--- src/rtl/s_stream_feeder_pkg.sv ---
// s_stream_feeder_pkg
//   Constants and types shared by the s-stream feeder and its users.
//   PE_Array_size_log sets the PE array size and therefore the chunk size:
//   one chunk (one memory word) carries 2^PE_Array_size_log two-bit characters.
package s_stream_feeder_pkg;

  localparam int PE_Array_size_log = 6;

  // Characters packed into one 128-bit memory word / one chunk.
  localparam int CHARS_PER_WORD = 1 << PE_Array_size_log;

  // Tag for "full chunk, more follow": all ones in the core's valid-count field.
  localparam logic [PE_Array_size_log:0] FULL_CHUNK_TAG = '1;

  typedef enum logic [1:0] {
    ST_IDLE = 2'd0,  // re-arm: pointer cleared, total re-sampled
    ST_FILL = 2'd1,  // memory read strobe for the current word
    ST_HOLD = 2'd2,  // word available (first cycle straight from memory)
    ST_SEND = 2'd3   // one-cycle chunk pulse toward the core
  } feeder_state_e;

endpackage

--- src/rtl/s_stream_feeder.sv ---
// s_stream_feeder
//   Streams query sequence s from an on-chip word memory into the
//   Smith-Waterman core, one chunk per o_request_s from the core, tagged with
//   the core's valid-count encoding. After the last chunk it wraps to word 0
//   so each pass of the PE array can re-stream s.
//
// Ports
//   clk          single clock, rising edge
//   rst          synchronous active-high reset (priority over i_busy)
//   i_busy       core busy; low forces IDLE and re-arms the feeder
//   i_request_s  core asks for the next chunk (level, held until served)
//   i_s_total    total characters of s, sampled while idle
//   o_mem_en     memory read strobe
//   o_mem_addr   memory word address
//   i_mem_rdata  memory data, valid exactly one cycle after o_mem_en
//   o_s          chunk data, zero when o_s_valid is 0
//   o_s_valid    chunk tag: 0 none, all-ones full chunk, 1..64 last chunk
module s_stream_feeder
  import s_stream_feeder_pkg::*;
#(
  parameter int PE_LOG = PE_Array_size_log,
  parameter int ADDR_W = 8,
  parameter int S_W    = 2 * (1 << PE_LOG)
) (
  input  logic              clk,
  input  logic              rst,
  input  logic              i_busy,
  input  logic              i_request_s,
  input  logic [14:0]       i_s_total,
  output logic              o_mem_en,
  output logic [ADDR_W-1:0] o_mem_addr,
  input  logic [S_W-1:0]    i_mem_rdata,
  output logic [S_W-1:0]    o_s,
  output logic [PE_LOG:0]   o_s_valid
);

  localparam int TOT_W = 15;
  localparam logic [TOT_W-1:0] CHUNK_T   = TOT_W'(CHARS_PER_WORD);
  // Largest s the memory can hold: every word full.
  localparam logic [TOT_W-1:0] MAX_TOTAL = TOT_W'(CHARS_PER_WORD << ADDR_W);

  feeder_state_e     state_q, state_d;
  logic [ADDR_W-1:0] ptr_q, ptr_d;
  logic [TOT_W-1:0]  remain_q, remain_d;
  logic [TOT_W-1:0]  total_q, total_d;
  logic [S_W-1:0]    buf_q, buf_d;
  logic              buf_vld_q, buf_vld_d;
  logic              mem_en_q, mem_en_d;
  logic [ADDR_W-1:0] mem_addr_q, mem_addr_d;
  logic [S_W-1:0]    s_q, s_d;
  logic [PE_LOG:0]   s_valid_q, s_valid_d;

  logic [TOT_W-1:0]  sat_total;
  logic [S_W-1:0]    hold_data;
  logic              last_chunk;

  // NOTE: every always_comb output gets a default before any branch, so no
  // path leaves a value unassigned and no latch is inferred.
  always_comb begin
    state_d    = state_q;
    ptr_d      = ptr_q;
    remain_d   = remain_q;
    total_d    = total_q;
    buf_d      = buf_q;
    buf_vld_d  = buf_vld_q;
    mem_en_d   = 1'b0;
    mem_addr_d = '0;
    s_d        = '0;
    s_valid_d  = '0;

    sat_total  = (i_s_total > MAX_TOTAL) ? MAX_TOTAL : i_s_total;
    // Read data is only on the bus for the first HOLD cycle; after that the
    // captured copy is the source.
    hold_data  = buf_vld_q ? buf_q : i_mem_rdata;
    last_chunk = (remain_q <= CHUNK_T);

    if (!i_busy) begin
      // Abort from any state; an outstanding read is simply not captured.
      state_d   = ST_IDLE;
      ptr_d     = '0;
      remain_d  = sat_total;
      total_d   = sat_total;
      buf_vld_d = 1'b0;
    end else begin
      unique case (state_q)
        ST_IDLE: begin
          ptr_d     = '0;
          remain_d  = sat_total;
          total_d   = sat_total;
          buf_vld_d = 1'b0;
          if (sat_total != '0) state_d = ST_FILL;
        end
        ST_FILL: begin
          buf_vld_d = 1'b0;
          state_d   = ST_HOLD;
        end
        ST_HOLD: begin
          buf_d     = hold_data;
          buf_vld_d = 1'b1;
          if (i_request_s) begin
            state_d   = ST_SEND;
            s_d       = hold_data;
            s_valid_d = last_chunk ? remain_q[PE_LOG:0] : FULL_CHUNK_TAG;
            if (last_chunk) begin
              // Wrap so the next pass re-streams s from the start.
              ptr_d    = '0;
              remain_d = total_q;
            end else begin
              ptr_d    = ptr_q + 1'b1;
              remain_d = remain_q - CHUNK_T;
            end
          end
        end
        ST_SEND: begin
          buf_vld_d = 1'b0;
          state_d   = ST_FILL;
        end
        default: state_d = ST_IDLE;
      endcase
    end

    // Outputs are registered: the strobe is high exactly while in FILL.
    if (state_d == ST_FILL) begin
      mem_en_d   = 1'b1;
      mem_addr_d = ptr_d;
    end
  end

  // NOTE: sequential state uses non-blocking assignments only, so every flop
  // samples values from before the edge regardless of process order.
  always_ff @(posedge clk) begin
    if (rst) begin
      state_q    <= ST_IDLE;
      ptr_q      <= '0;
      remain_q   <= '0;
      total_q    <= '0;
      buf_vld_q  <= 1'b0;
      mem_en_q   <= 1'b0;
      mem_addr_q <= '0;
      s_q        <= '0;
      s_valid_q  <= '0;
    end else begin
      state_q    <= state_d;
      ptr_q      <= ptr_d;
      remain_q   <= remain_d;
      total_q    <= total_d;
      buf_vld_q  <= buf_vld_d;
      mem_en_q   <= mem_en_d;
      mem_addr_q <= mem_addr_d;
      s_q        <= s_d;
      s_valid_q  <= s_valid_d;
    end
  end

  // NOTE: the prefetch buffer is a data register guarded by buf_vld_q, so it
  // carries no reset; its contents are never used until rewritten.
  always_ff @(posedge clk) begin
    buf_q <= buf_d;
  end

  assign o_mem_en   = mem_en_q;
  assign o_mem_addr = mem_addr_q;
  assign o_s        = s_q;
  assign o_s_valid  = s_valid_q;

endmodule

--- config.mk ---
export PLATFORM = sky130hd
export DESIGN_NAME = s_stream_feeder
export DESIGN_NICKNAME = d
export VERILOG_FILES = /design/src/rtl/s_stream_feeder_pkg.sv /design/src/rtl/s_stream_feeder.sv
export SDC_FILE = /design/constraint.sdc
export NUM_CORES = 1
export LEC_CHECK = 0
export CORE_MARGIN = 5
export CORE_UTILIZATION = 53
export DETAILED_ROUTE_END_ITERATION = 12
export PLACE_DENSITY = 0.85
export SKIP_LAST_GASP = 1
export SYNTH_ARGS = -nofsm -noshare
export SYNTH_HDL_FRONTEND = slang
export SYNTH_SLANG_ARGS = --single-unit
--- constraint.sdc ---
create_clock -name clk -period 8 [get_ports clk]
set_clock_uncertainty 0.2 [all_clocks]
set_input_delay 1.6 -clock clk [delete_from_list [all_inputs] [get_ports clk]]
set_output_delay 1.6 -clock clk [all_outputs]
set_load 0.02 [all_outputs]
==> results of run 1 <==
state kept, by name, summed over array words and instances, names as in the netlist:
register and flops:
buf_q 128, buf_vld_q 1, o_mem_addr 8, o_mem_en 1
o_s 128, o_s_valid 7, ptr_q 8, remain_q 15
state_q 2, total_q 15
cells in the final DEF, fill, tap and decap left out, types with 5 or more instances in the layout:
cell and instances:
nor3b_1 9, edfxtp_1 128, clkbuf_16 31, clkinv_2 6, a21oi_1 31, nand2_1 12
and3_1 129, dfxtp_1 184, a311oi_1 7, inv_1 12, o21ai_0 5, nand3_1 10
nor3_1 18, mux2_2 128, buf_4 7, ha_1 6, nor2_1 63, a221oi_1 8
clkdlybuf4s50_1 289
per-stage QoR:
| step | setup WS (ns) | hold WS (ns) |
|---|---|---|
| after global routing | 3.58 | 0.329 |
| after floorplan | 4.57 | 0.249 |
| final | 3.78 | 0.294 |
| after global placement | 3.31 | 0.263 |
| after detailed placement | 3.26 | 0.267 |
| after CTS | 3.85 | 0.297 |
logic make-up after synthesis:
kind of cell,count (synthesis),synth area share [%]
flip-flops,313,65.2
AND/OR/NAND/NOR,273,13.6
multiplexers,128,12.5
AO/OA/AOI/OAI,80,4.83
buffers and inverters,72,2.83
XOR/XNOR,6,0.454
adder cells (fa/ha/maj),6,0.649
cell type report:
class	count	area, um2	area share, %
clock buffer	37	818	5.23
timing repair buffer	296	2950	18.8
antenna	2	5.00	0.0320
tap	280	350	2.24
clock inverter	19	209	1.34
sequential	313	7550	48.3
multi-input combinational	493	3700	23.7
inverter	13	53.8	0.344
how the worst max path moves through the flow:
stage	start	end	slack, ns	cells after the start
2_1_floorplan	i_busy	remain_q[11]	4.57	6
3_3_place_gp	i_busy	remain_q[9]	3.31	6
3_5_place_dp	i_busy	remain_q[9]	3.26	6
4_1_cts	i_busy	remain_q[9]	3.85	6
5_1_grt	i_busy	remain_q[9]	3.58	6
6_report	i_busy	remain_q[9]	3.78	6
power breakdown:
part | total, mW | switching, mW | internal (mW)
Sequential | 1.70 | 0.0151 | 1.68
Clock | 1.45 | 0.590 | 0.856
Combinational | 0.244 | 0.114 | 0.131
Total | 3.39 | 0.719 | 2.67
cells in the mapped netlist, drive strengths merged (3+ instances only):
cell / count / area [um2]
a221oi: 8 / 70.1
nor3: 20 / 116
nand4: 3 / 18.8
ha: 6 / 75.1
buf: 16 / 80.1
nand2b: 3 / 18.8
nand2: 14 / 62.6
clkbuf: 42 / 189
edfxtp: 128 / 3840
xnor2: 3 / 26.3
dfxtp: 185 / 3700
nor2: 65 / 259
a211oi: 4 / 30.0
nor4: 5 / 46.3
inv: 13 / 48.8
a31oi: 4 / 25.0
nand3: 10 / 50.1
a311oi: 9 / 91.3
a21oi: 31 / 155
and3: 129 / 807
mux2: 128 / 1440
or3: 5 / 41.3
a22oi: 4 / 30.0
nor3b: 9 / 67.6
o21ai: 7 / 38.8
xor2: 3 / 26.3
layer usage:
layer | vias to the layer above | part of all wire (%) | GRT usage [%]
li1 | 3754 | - | -
met2 | 334 | 50 | 39.0
met1 | 3886 | 39 | 27.8
met3 | 52 | 8.3 | 4.65
met4 | 0 | 2.6 | 6.92
met5 | - | 0 | 0
critical path, stage by stage:
cell	delay (ns)
clkdlybuf4s50_1	0.65
nand2_2	0.24
inv_6	0.56
buf_4	0.79
nand3_1	0.15
a311oi_1	0.30
==> metrics.txt, run 1 <==
WHS Path Cells 2; # DRC 0; pins over their slew limit 0; Worst Max-Slew Pin Slew 1.11 ns; number of global-route vias before repair 8,175; Placed Instances ~1,400; CTS H-tree depth 1; clock-pin transition on the worst setup and hold timing paths 0.06 ns; Pre-Repair DR Iteration Count 5; CP Class input pin to flop; remaining global-route overflow 0; drt total wl 29,300 um; Peak VDD IR 0.000187 V; Clock Path Buffers 3; status finished clean; Worst-Skew Late Latency 0.54 ns; Worst setup EP type flop; final non-filler cell total ~1,500; EDFF count, synth about 130; Post-CTS Hold Buffers 0; worst-path maximum fanout 76; Mapped Area between 0.01 and 0.015 mm2; reg2reg start state_q[0]; I/O Pins 291; Seq/Total Area, Yosys 65.2%; Leak 6.01 nW; fmax 0.237 GHz; Core Area 0.0217 mm2; Starting Density 53.4%; Detail Placement HPWL 19,400 um; fin area around 0.016 mm2; Die X 158 um; CTS tree built; RSZ-0062 raised after global routing no; Worst R2R Path Depth 7; reg2reg setup slack 4.65 ns; Final ANT Viol Nets 0; Final Util 72.1%; critical path required time slightly above 8 ns; input/output buffers 290; Synth warnings 0; register bit total from synthesis approximately 310; first-pass GRT wire length 44,300 um; Min-Delay Path Class flop to flop; final hold viol count 0; All-Layer GR Usage ~22%; Fill cells 1,437; WL/cell 20.2 um; vias per cell ~5.5; via count 8,026; total power 3.39 mW; PostCTS Resize Cnt 0; crit path DAT 4.45 ns; Die ar. 0.0249 mm2; type of origin of the critical path input pin; largest net degree at the start of global routing 84; nets@finish 1,300; Setup TNS 0 ns; Hold Path Sink total_q[14]; Final GP Congestion 0.836; synth unique cells 60; root buf cell clkbuf_16; minimum clock period 4.22 ns; Final setup viols 0; initial antenna violation count 1; Hold Crit Start total_q[14]; Net Count, Synth between 1,000 and 1,500; max_cap viols 0; Primary FF master, synth dfxtp_1; RR Endpoint remain_q[9]; Sinks on Clock Net between 300 and 400; Post-synth ARST share 0%; Tcrit/Tclk final 52.7%; Max-slew headroom 26.2%; post-CTS setup buffer count 0; CTS Buf Count 30; placed instance area 0.0146 mm2; P per Cell Area 217 mW/mm2; Cells after Synth a little under 900; layout cells sized above 1 17.5%; Die Height 158 um; area grow syn2layout 35.1%; post-synthesis area per instance 13.2 um2; initial drt markers just over 600; # rows 54
Power figures use the tool's default switching activity.
==> run 2, diff against run 1 <==
--- a/config.mk
+++ b/config.mk
@@ -6,9 +6,9 @@
 export NUM_CORES = 1
 export LEC_CHECK = 0
 export CORE_MARGIN = 5
-export CORE_UTILIZATION = 53
+export CORE_UTILIZATION = 44
 export DETAILED_ROUTE_END_ITERATION = 12
-export PLACE_DENSITY = 0.85
+export PLACE_DENSITY = 0.76
 export SKIP_LAST_GASP = 1
 export SYNTH_ARGS = -nofsm -noshare
 export SYNTH_HDL_FRONTEND = slang
==> constraint.sdc (replaced) <==
create_clock -name clk -period 3.45 [get_ports clk]
set_clock_uncertainty 0.2 [all_clocks]
set_input_delay 0.69 -clock clk [delete_from_list [all_inputs] [get_ports clk]]
set_output_delay 0.69 -clock clk [all_outputs]
set_load 0.02 [all_outputs]
==> run 2 against run 1 <==
Against the previous run:
- final area rose by 0.82%
- sequential share of layout area fell by 0.39 points
- total power grew 130%
- largest power group unchanged
- first-iteration DRC count up 7.1%
- sequential cell count did not move
- hold slack got worse by 0.0035 ns
- critical path depth is the same
- combinational power rose by 130%
- worst setup slack lost 2.9 ns
- non-clock buffer count rose by 6
==> metrics.txt, run 2 (same netlist as run 1, synthesis figures left out) <==
fmax 0.391 GHz; commonest non-fill, non-tap cell in the layout clkdlybuf4s50_1; Max-slew headroom 54.9%; met1 usage 23.8%; CTS tree built; minimum clock period 2.55 ns; Buf+Inv Stages, Crit Path 1; Critical Path Stages 6; critical path required time around 3.7 ns; Die Height 172 um; area grow syn2layout 36.2%; via count ~7,900; grt met3 use 3.41%; vias per cell about 5.2; Detail Placement HPWL 19,400 um; P per Cell Area 487 mW/mm2; Final ANT Viol Nets 0; Sinks on Clock Net 313; Tcrit/Tclk final 74.0%; WL/cell 18.8 um; initial drt markers 650; initial antenna violation count 1; Die X 172 um; status finished clean; reg2reg setup slack 0.96 ns; layout cells sized above 1 17.5%; cells along the critical path clkdlybuf4s50_1 > nor4_1 > a41oi_1 > nor2_1 > a21oi_1 > a311oi_1; final worst slack 0.896 ns; layer with the highest usage met2; Leak 6.04 nW; crit path DAT 2.79 ns; CTS Buf Count 31; pre-CTS setup slack 0.399 ns; worst-path maximum fanout 8; post-CTS setup buffer count 0; Final GP Congestion 0.839; input/output buffers 290; final hold viol count 0; CP Class input pin to flop; Final setup viols 0; Worst setup EP type flop; pins over their slew limit 0; Starting Density 44.5%; type of origin of the critical path input pin; clock-pin transition on the worst setup and hold timing paths around 0.060 ns; nets@finish 1,307; remaining global-route overflow 0; most frequent cells in the layout 289 x clkdlybuf4s50_1, 184 x dfxtp_1, 129 x and3_1; Peak VDD IR 0.000310 V; met2 global-route usage 30.6%; Pre-Repair DR Iteration Count 5; All-Layer GR Usage 17.9%; Worst-Skew Late Latency between 0.5 and 0.6 ns; RSZ-0062 raised after global routing no; PostCTS Resize Cnt 0; # rows 59; Post-CTS Hold Buffers 0; Core Area 0.0260 mm2; RR Endpoint remain_q[8]; Fill cells 2,029; reg2reg start state_q[0]; number of global-route vias before repair 7,947; crit path to remain_q[8]; Worst Max-Slew Pin Slew between 0.6 and 0.7 ns; Clock Path Buffers 3; CTS H-tree depth 1; slowest CP cell nor4_1; cell family with most CP delay simple AND/OR/NAND/NOR gates; Setup TNS 0 ns; max_cap viols 0; Die ar. 0.0296 mm2; root buf cell clkbuf_16; crit path launch i_s_total[1]; Worst R2R Path Depth 7; CP peak stage delay 0.52 ns; first-pass GRT wire length 43,000 um; drt total wl between 20,000 and 30,000 um; I/O Pins approximately 290; Fin Hold WS 0.290 ns; Min-Delay Path Class flop to flop; # DRC 0; largest net degree at the start of global routing 82
## run 2: cell types whose count changed in the layout (fill, tap and decap cells not counted), sizes merged
cell      before  now
clkbuf        37   47
buf            7   13
bufinv         4    1
clkinv        11    8
clkinvlp       4    1
diode          2    1
## run 2: power by group
part / leakage, nW / switching (mW) / internal, mW / total [mW]
combinational: 2.92 / 0.255 / 0.308 / 0.563
sequential: 2.65 / 0.0342 / 3.90 / 3.93
clock: 0.476 / 1.32 / 1.85 / 3.17
## run 2: routing by layer
layer	vias to the layer above	part of all wire [%]
met5	-	0
met4	0	1.8
met3	44	7.6
met2	292	49
met1	3814	42
li1	3774	-
## run 2: worst register-to-register path: stages (launching register included)
cell and delay, ns:
dfxtp_1 0.48, inv_1 0.11, ha_1 0.33, nand2_2 0.29
inv_6 0.10, nor2_1 0.45, a21oi_1 0.16, a311oi_1 0.29
## run 2: cell type report
| cell class | count | area [um2] | area share, % |
|---|---|---|---|
| sequential | 313 | 7550 | 47.9 |
| tap | 335 | 419 | 2.66 |
| timing repair buffer | 302 | 3070 | 19.4 |
| multi-input combinational | 493 | 3700 | 23.5 |
| inverter | 13 | 53.8 | 0.341 |
| antenna | 1 | 2.50 | 0.0159 |
| clock inverter | 10 | 73.8 | 0.468 |
| clock buffer | 47 | 896 | 5.68 |
## run 2: through the flow
step	utilization, %	area [um2]	power [mW]	cells
after global routing	60.7	15800	7.98	1514
after CTS	60.7	15800	7.76	1513
after global placement	56.9	14800	4.56	1456
after detailed placement	56.9	14800	4.58	1456
final	60.7	15800	7.67	1514
after floorplan	-	11600	4.31	878
## run 2: how the worst min path moves through the flow
stage	from	to	depth (start not counted)	slack, ns
6_report	total_q[11]	total_q[11]	2	0.29
5_1_grt	total_q[10]	remain_q[10]	2	0.31
2_1_floorplan	total_q[14]	total_q[14]	2	0.25
4_1_cts	total_q[10]	remain_q[10]	2	0.29
3_3_place_gp	total_q[14]	total_q[14]	2	0.26
3_5_place_dp	total_q[11]	total_q[11]	2	0.28
==> run 3, diff against run 2 <==
==> constraint.sdc (replaced) <==
create_clock -name clk -period 2.25 [get_ports clk]
set_clock_uncertainty 0.2 [all_clocks]
set_input_delay 0.45 -clock clk [delete_from_list [all_inputs] [get_ports clk]]
set_output_delay 0.45 -clock clk [all_outputs]
set_load 0.02 [all_outputs]
==> run 3 against run 2 <==
Against the previous run:
- final cell count rose by 3.0%
- sequential power rose by 53%
- combinational power rose by 65%
- critical path depth fell by 5
- sequential cell count did not move
- global-route usage rose by 0.71 points
- register-to-register slack got worse by 0.90 ns
- core utilization rose by 2.1 points
- die area did not move
- worst setup slack got worse by 0.85 ns
- hold slack got worse by 0.044 ns
- critical path type is now flop to output pin
==> metrics.txt, run 3 (same netlist as run 1, synthesis figures left out) <==
status finished clean; via count 8,097; Fill cells 1,964; Leak 6.34 nW; Die ar. 0.0296 mm2; crit path DAT around 1.6 ns; P per Cell Area between 700 and 800 mW/mm2; CTS tree built; WL/cell around 19 um; # rows 59; cell family with most CP delay buffers and inverters; Worst-Skew Late Latency 0.54 ns; WHS Path Cells 5; Starting Density 44.5%; Core Area 0.0260 mm2; # DRC 0; fmax 0.453 GHz; initial antenna violation count 2; Final setup viols 0; pre-CTS setup slack -0.268 ns; drt total wl just under 30,000 um; Tcrit/Tclk final 98.1%; Min-Delay Path Class input pin to flop; Sinks on Clock Net 313; critical path required time around 1.6 ns; input/output buffers 290; Die X 172 um; vias per cell 5.19; slowest CP cell clkdlybuf4s50_1; Final GP Congestion 0.813; pins over their slew limit 0; Clock Path Buffers 3; nets@finish 1,352; initial drt markers 612; Max-slew headroom between 60% and 70%; Critical Path Stages 1; Fin Hold WS 0.247 ns; largest net degree at the start of global routing 59; most frequent cells in the layout 289 x clkdlybuf4s50_1, 184 x dfxtp_1, 129 x and3_1; Final ANT Viol Nets 0; fin area roughly 0.016 mm2; clock power share between 40% and 50%; number of global-route vias before repair 8,209; switch share 21.3%; I/O Pins between 200 and 300; final worst slack 0.0421 ns; Final Util 62.7%; root buf cell clkbuf_16; Peak VDD IR 0.000778 V; final non-filler cell total 1,560; worst-path maximum fanout 1; CP Class flop to output pin; Sw Pwr approximately 2.6 mW; type of origin of the critical path flop; Buf+Inv Stages, Crit Path 1; cells along the critical path clkdlybuf4s50_1; All-Layer GR Usage 18.6%; Die Height around 170 um; Setup TNS 0 ns; sequential power share 49.7%; Power Internal roughly 9.5 mW; remaining global-route overflow 0; Comb pwr share under 10%; Worst R2R Path Depth 7; final hold viol count 0; max_cap viols 0; Pre-Repair DR Iteration Count 5; Worst setup EP type output pin; CP peak stage delay 0.63 ns; CTS Buf Count 31; first-pass GRT wire length 44,500 um; Placed Instances 1,501; clock-pin transition on the worst setup and hold timing paths roughly 0.060 ns; post-CTS setup buffer count 0; area grow syn2layout 40.8%; CTS H-tree depth 1; layout cells sized above 1 a little over a fifth; Worst Max-Slew Pin Slew 0.538 ns; total power 12.1 mW; RSZ-0062 raised after global routing yes; minimum clock period 2.21 ns; placed instance area around 0.015 mm2; commonest non-fill, non-tap cell in the layout clkdlybuf4s50_1; Detail Placement HPWL 20,700 um
==> run 3: cell types whose count changed in the layout (fill, tap and decap cells not counted), sizes merged <==
cell / change
clkinvlp: +1
clkinv: +1
buf: +45
inv: +2
clkbuf: -3
==> run 3: final timing paths <==
| kind | slack [ns] | from | to |
|---|---|---|---|
| worst min register to register | 0.29 | total_q[14] | total_q[14] |
| worst max-delay path | 0.04 | o_s[114] | o_s[114] |
| worst min-delay path | 0.25 | i_request_s | state_q[0] |
| worst max register to register | 0.06 | remain_q[7] | remain_q[7] |
==> run 3: what timing repair did <==
item                                    4_1_cts  5_1_grt
hold endpoints to repair                      0        0
resized for setup                             0        1
endpoints found under the setup margin        0       17
hold buffers                                  0        0
==> run 3: power by group through the flow <==
stage | clock, mW | combinational (mW) | sequential [mW]
3_5_place_dp | 0 | 0.922 | 6.15
5_1_grt | 5.56 | 1.01 | 6.03
6_report | 5.18 | 0.928 | 6.03
3_3_place_gp | 0 | 0.902 | 6.14
2_1_floorplan | 0 | 0.461 | 6.15
4_1_cts | 5.31 | 0.930 | 6.02
==> run 3: area by class of cell <==
cell class / count / area (um2) / area share, %
flip-flops and latches: 313 / 7550 / 46.3
multi-input cells: 493 / 3710 / 22.8
repair buffers: 347 / 3500 / 21.5
clock buffers: 44 / 948 / 5.82
well taps: 335 / 419 / 2.57
clock inverters: 14 / 110 / 0.676
inverters: 13 / 53.8 / 0.330
diodes: 1 / 2.50 / 0.0154
==> run 3: per-layer routing <==
layer	wire length, um	GRT usage [%]	up-vias
met5	13	0	-
li1	-	-	3860
met2	14100	31.8	310
met4	691	4.85	2
met1	12100	24.1	3881
met3	2430	4.41	44
